### config.mk
export PLATFORM = sky130hd
export DESIGN_NAME = vram_sram_arbiter
export DESIGN_NICKNAME = d
export VERILOG_FILES = /design/src/rtl/vram_sram_arbiter.sv
export SDC_FILE = /design/constraint.sdc
export NUM_CORES = 1
export LEC_CHECK = 0
export ABC_AREA = 0
export CORE_MARGIN = 8
export CORE_UTILIZATION = 43
export DETAILED_ROUTE_END_ITERATION = 7
export PLACE_DENSITY = 0.86
export SKIP_LAST_GASP = 1
export SLEW_MARGIN = 20
export SYNTH_ARGS = -nofsm -noshare
export SYNTH_HDL_FRONTEND = slang
export SYNTH_SLANG_ARGS = --single-unit
### constraint.sdc
create_clock -name sys_clk -period 2.9 [get_ports sys_clk]
set_clock_uncertainty 0.1 [all_clocks]
set_input_delay 0.58 -clock sys_clk [delete_from_list [all_inputs] [get_ports sys_clk]]
set_output_delay 0.58 -clock sys_clk [all_outputs]
set_load 0.05 [all_outputs]
### src/rtl/vram_sram_arbiter.sv
// vram_sram_arbiter: alternating-priority arbiter between CA write and VGA read ports driving one async 16-bit SRAM
module vram_sram_arbiter #(
  parameter int AVN_AW = 18,
  parameter int AVN_DW = 16
) (
  input  logic              sys_clk,
  input  logic              sys_rst,
  input  logic              ca_avn_write,
  input  logic [AVN_AW-1:0] ca_avn_address,
  input  logic [AVN_DW-1:0] ca_avn_writedata,
  output logic              ca_avn_waitrequest,
  input  logic              vga_avn_read,
  input  logic [AVN_AW-1:0] vga_avn_address,
  output logic              vga_avn_waitrequest,
  output logic [AVN_DW-1:0] vga_avn_readdata,
  output logic              vga_avn_readdatavalid,
  output logic [AVN_AW-1:0] sram_addr,
  output logic [AVN_DW-1:0] sram_dq_write,
  input  logic [AVN_DW-1:0] sram_dq_read,
  output logic              sram_dq_en,
  output logic              sram_ce_n,
  output logic              sram_oe_n,
  output logic              sram_we_n,
  output logic              sram_lb_n,
  output logic              sram_ub_n
);
  typedef enum logic [1:0] {IDLE, RD, WR} state_t;
  state_t state;
  logic last_grant;
  logic grant_rd;
  logic grant_wr;
  always_comb begin
    grant_rd = state == IDLE && vga_avn_read && (!ca_avn_write || last_grant);
    grant_wr = state == IDLE && ca_avn_write && !grant_rd;
  end
  assign vga_avn_waitrequest = !grant_rd;
  assign ca_avn_waitrequest  = !grant_wr;
  // SRAM controls are loaded on grant so they are live exactly in the RD/WR cycle
  always_ff @(posedge sys_clk) begin
    if (sys_rst) begin
      state                 <= IDLE;
      last_grant            <= 1'b1;
      sram_addr             <= '0;
      sram_dq_write         <= '0;
      sram_dq_en            <= 1'b0;
      sram_ce_n             <= 1'b1;
      sram_oe_n             <= 1'b1;
      sram_we_n             <= 1'b1;
      sram_lb_n             <= 1'b1;
      sram_ub_n             <= 1'b1;
      vga_avn_readdata      <= '0;
      vga_avn_readdatavalid <= 1'b0;
    end else begin
      state                 <= grant_rd ? RD : grant_wr ? WR : IDLE;
      vga_avn_readdatavalid <= state == RD;
      if (state == RD) vga_avn_readdata <= sram_dq_read;
      sram_ce_n  <= !(grant_rd || grant_wr);
      sram_lb_n  <= !(grant_rd || grant_wr);
      sram_ub_n  <= !(grant_rd || grant_wr);
      sram_oe_n  <= !grant_rd;
      sram_we_n  <= !grant_wr;
      sram_dq_en <= grant_wr;
      if (grant_rd || grant_wr) last_grant <= grant_wr;
      if (grant_rd) sram_addr <= vga_avn_address;
      if (grant_wr) begin
        sram_addr     <= ca_avn_address;
        sram_dq_write <= ca_avn_writedata;
      end
    end
  end
endmodule

==> impl_metrics.ini <==
[logic_synthesis]
synth.cell_area_sq_um = 2520
syn-num-nets = 354
netlist_top_cells_area = dfxtp_1 (46%), a221o_1 (7.2%), a21oi_1 (6.4%)
ys_ff_latch = 58
synthFlopType = dfxtp_1
synth-edff-count = 0
synth_area_leader_cell = dfxtp_1
synthesis.instances = 282
synth-async-reset-ratio = 0
synth.top_cell.area_share = 0.461
syn_warnings = 0
netlist-cell-type-count = 26
yosysSeqAreaShare = 0.461
syn_area_per_cell_sq_um = 8.93

[grt]
global_route.usage.total = 0.183
initial_antenna_violation_count = 0
gr-total-overflow = 0
maximum_number_of_pins_on_one_net_before_global_route_repair = 43
grt_pass1_vias = 2528
first_pass_grt_wire_length_mm = 12.7

[sta]
hold_viol_final = 0
worstMarginPinSlew_ps = 733
finalMaxSlewViolations = 0
fmax_ghz = 0.412
final_min_period_over_clock_period = 0.837
aggregate_negative_setup_slack_ps = 0
setup_viol_count_final = 0
hold-worst-slack_ps = 354
max_slew_margin = 0.512
rsz_0062_raised_after_global_routing = false
min_cycle_time_layout_ps = 2430
timing.final.ws_setup_ps = 473

[clocking]
tritoncts.num_buffers = 9
clockRootBuffer = clkbuf_8
cts_sinks = 58
cts-hold-fix-buffers = 0
tritoncts = yes
clk_pin_slew_ps = 60
cts-resized-gates = 0
htree_levels = 3
post-cts-setup-buffer-count = 0
cts_buffer_depth = 2
worstSkewPairLatency_ps = 320

[power]
total_switching_power_mw = 0.753
worst_voltage_drop_across_the_vdd_grid_mv = 0.394
p_comb_frac = 0.278
pwr_density_cell_nw_per_um2 = 589
power_frac_clock = 0.348
internal-power_mw = 1.64
total_leakage_power_nw = 1.49
finalPower_mw = 2.39
power.switching_fraction = 0.315
seq_power_share = 0.374

[routing]
wl_mm = 7.95
wl_per_cell_microns = 16.6
drtAntennaViolNets = 0
detail_route.vias_per_cell = 5.32
drtIter0Drc = 147
num_vias = 2546
route.detailed.drc = 0
detailedRoute.firstPassIterationCount = 5

[floorplan]
fp.coreArea_sq_um = 5780
std_cell_rows = 28
dieArea_sq_um = 8560
floorplan.die.width_microns = 92.5
die_height_microns = 92.5
floorplan.initialDensity = 0.436
num_io_pins = 131

[placed_design]
detailed_place_hpwl_mm = 5.75
numPlacedInstances = 463
io_buffer_count = 130
routabilityCongestion = 0.714
dp_worst_setup_slack_ps = 436

[finish]
area_growth_from_synthesis_to_layout_pct = 61.0
regArea_sq_um = 1160
multi_input_area_sq_um = 1180
mostFrequentLayoutCell = clkdlybuf4s50_1
n_fill_cell = 476
antennaDiodeCount = 0
layout.cells.most_common_list = clkdlybuf4s50_1 (127), dfxtp_1 (58), nand2_1 (34)
final-instance-count-excl-fill = 479
final_layout_size_suffix_gt1_frac = 0.0767
nNetsFinal = 471

[setup_path]
critPathLaunch = ca_avn_write
ff2ff_path_depth = 3
r2r_setup_slack_ps = 670
timing.rr.start = state[0]
crit_required_ps = 2220
crit_path_end_kind = output port
worstReg2RegEnd = sram_addr[13]
worstPathArrival_ps = 1750
crit_path_max_fanout = 11
path_class = in -> out
cp-start-kind = primary input
crit_path_end = ca_avn_waitrequest

[hold_path]
worst_min_delay_path_class = reg -> reg

[outcome]
run_status = complete, no violations

[job]
max_cap_viol_count = 0
-- metrics by stage --
| step | area [sq um] | util |
|---|---|---|
| 6_report | 4060 | 0.702 |
| 5_1_grt | 4060 | 0.702 |
| 4_1_cts | 4060 | 0.702 |
| 3_5_place_dp | 3830 | 0.662 |
| 3_3_place_gp | 3830 | 0.662 |
| 2_1_floorplan | 2520 | - |
-- synth_stat cells (all sizes together) (2+ instances only) --
master,n
a21oi,32
a221o,18
and4,18
buf,21
clkbuf,12
dfxtp,58
inv,2
nand2,35
nand2b,2
nand3,17
nor2,5
nor2b,19
nor4b,18
o21ai,16
or2,2
or3,2
-- cell type report --
type                    count  area share
repair buffers            139       0.341
clock inverters             6      0.0219
well taps                  75      0.0231
clock buffers              10      0.0339
multi-input cells         189       0.292
flip-flops and latches     58       0.286
inverters                   2     0.00185
-- metal layers --
metal	global-route usage	vias up	routed length [microns]
met2	0.306	88	3960
met4	0.0805	0	127
met3	0.0494	9	519
li1	-	1256	-
met5	0	-	0
met1	0.214	1193	3340
-- power groups by stage --
stage / registers (mW) / clock network (mW) / logic [mW]
2_1_floorplan: 1.11 / 0 / 0.200
6_report: 0.893 / 0.831 / 0.665
3_5_place_dp: 0.910 / 0 / 0.667
4_1_cts: 0.893 / 0.845 / 0.669
5_1_grt: 0.900 / 0.889 / 0.702
3_3_place_gp: 0.908 / 0 / 0.659
-- logic make-up after synthesis --
family	share of synthesized area
flip-flops	0.461
AND/OR/NAND/NOR	0.295
buffers and inverters	0.0695
AO/OA/AOI/OAI	0.174
-- how the worst min path moves through the flow --
| stage | start | end | slack, ps | cells past startpoint |
|---|---|---|---|---|
| after CTS | vga_avn_readdata[0] | vga_avn_readdata[0] | 360 | 2 |
| after global routing | vga_avn_readdata[4] | vga_avn_readdata[4] | 380 | 2 |
| after global placement | vga_avn_readdata[14] | vga_avn_readdata[14] | 340 | 2 |
| after detailed placement | vga_avn_readdata[0] | vga_avn_readdata[0] | 350 | 2 |
| final | vga_avn_readdata[0] | vga_avn_readdata[0] | 350 | 2 |
| after floorplan | last_grant | last_grant | 390 | 1 |
-- registers in the layout (all words and copies together) (netlist names) --
register,flops
state,2
sram_ub_n,1
sram_we_n,1
last_grant,1
vga_avn_readdata,16
sram_dq_en,1
sram_oe_n,1
sram_dq_write,16
sram_addr,18
vga_avn_readdatavalid,1
-- critical path, cell delays in order --
cell             delay, ps
clkdlybuf4s50_1        630
nor3b_4                260
nand2_2                 70
buf_4                  200
No activity file was read; power rests on OpenSTA's default activity.
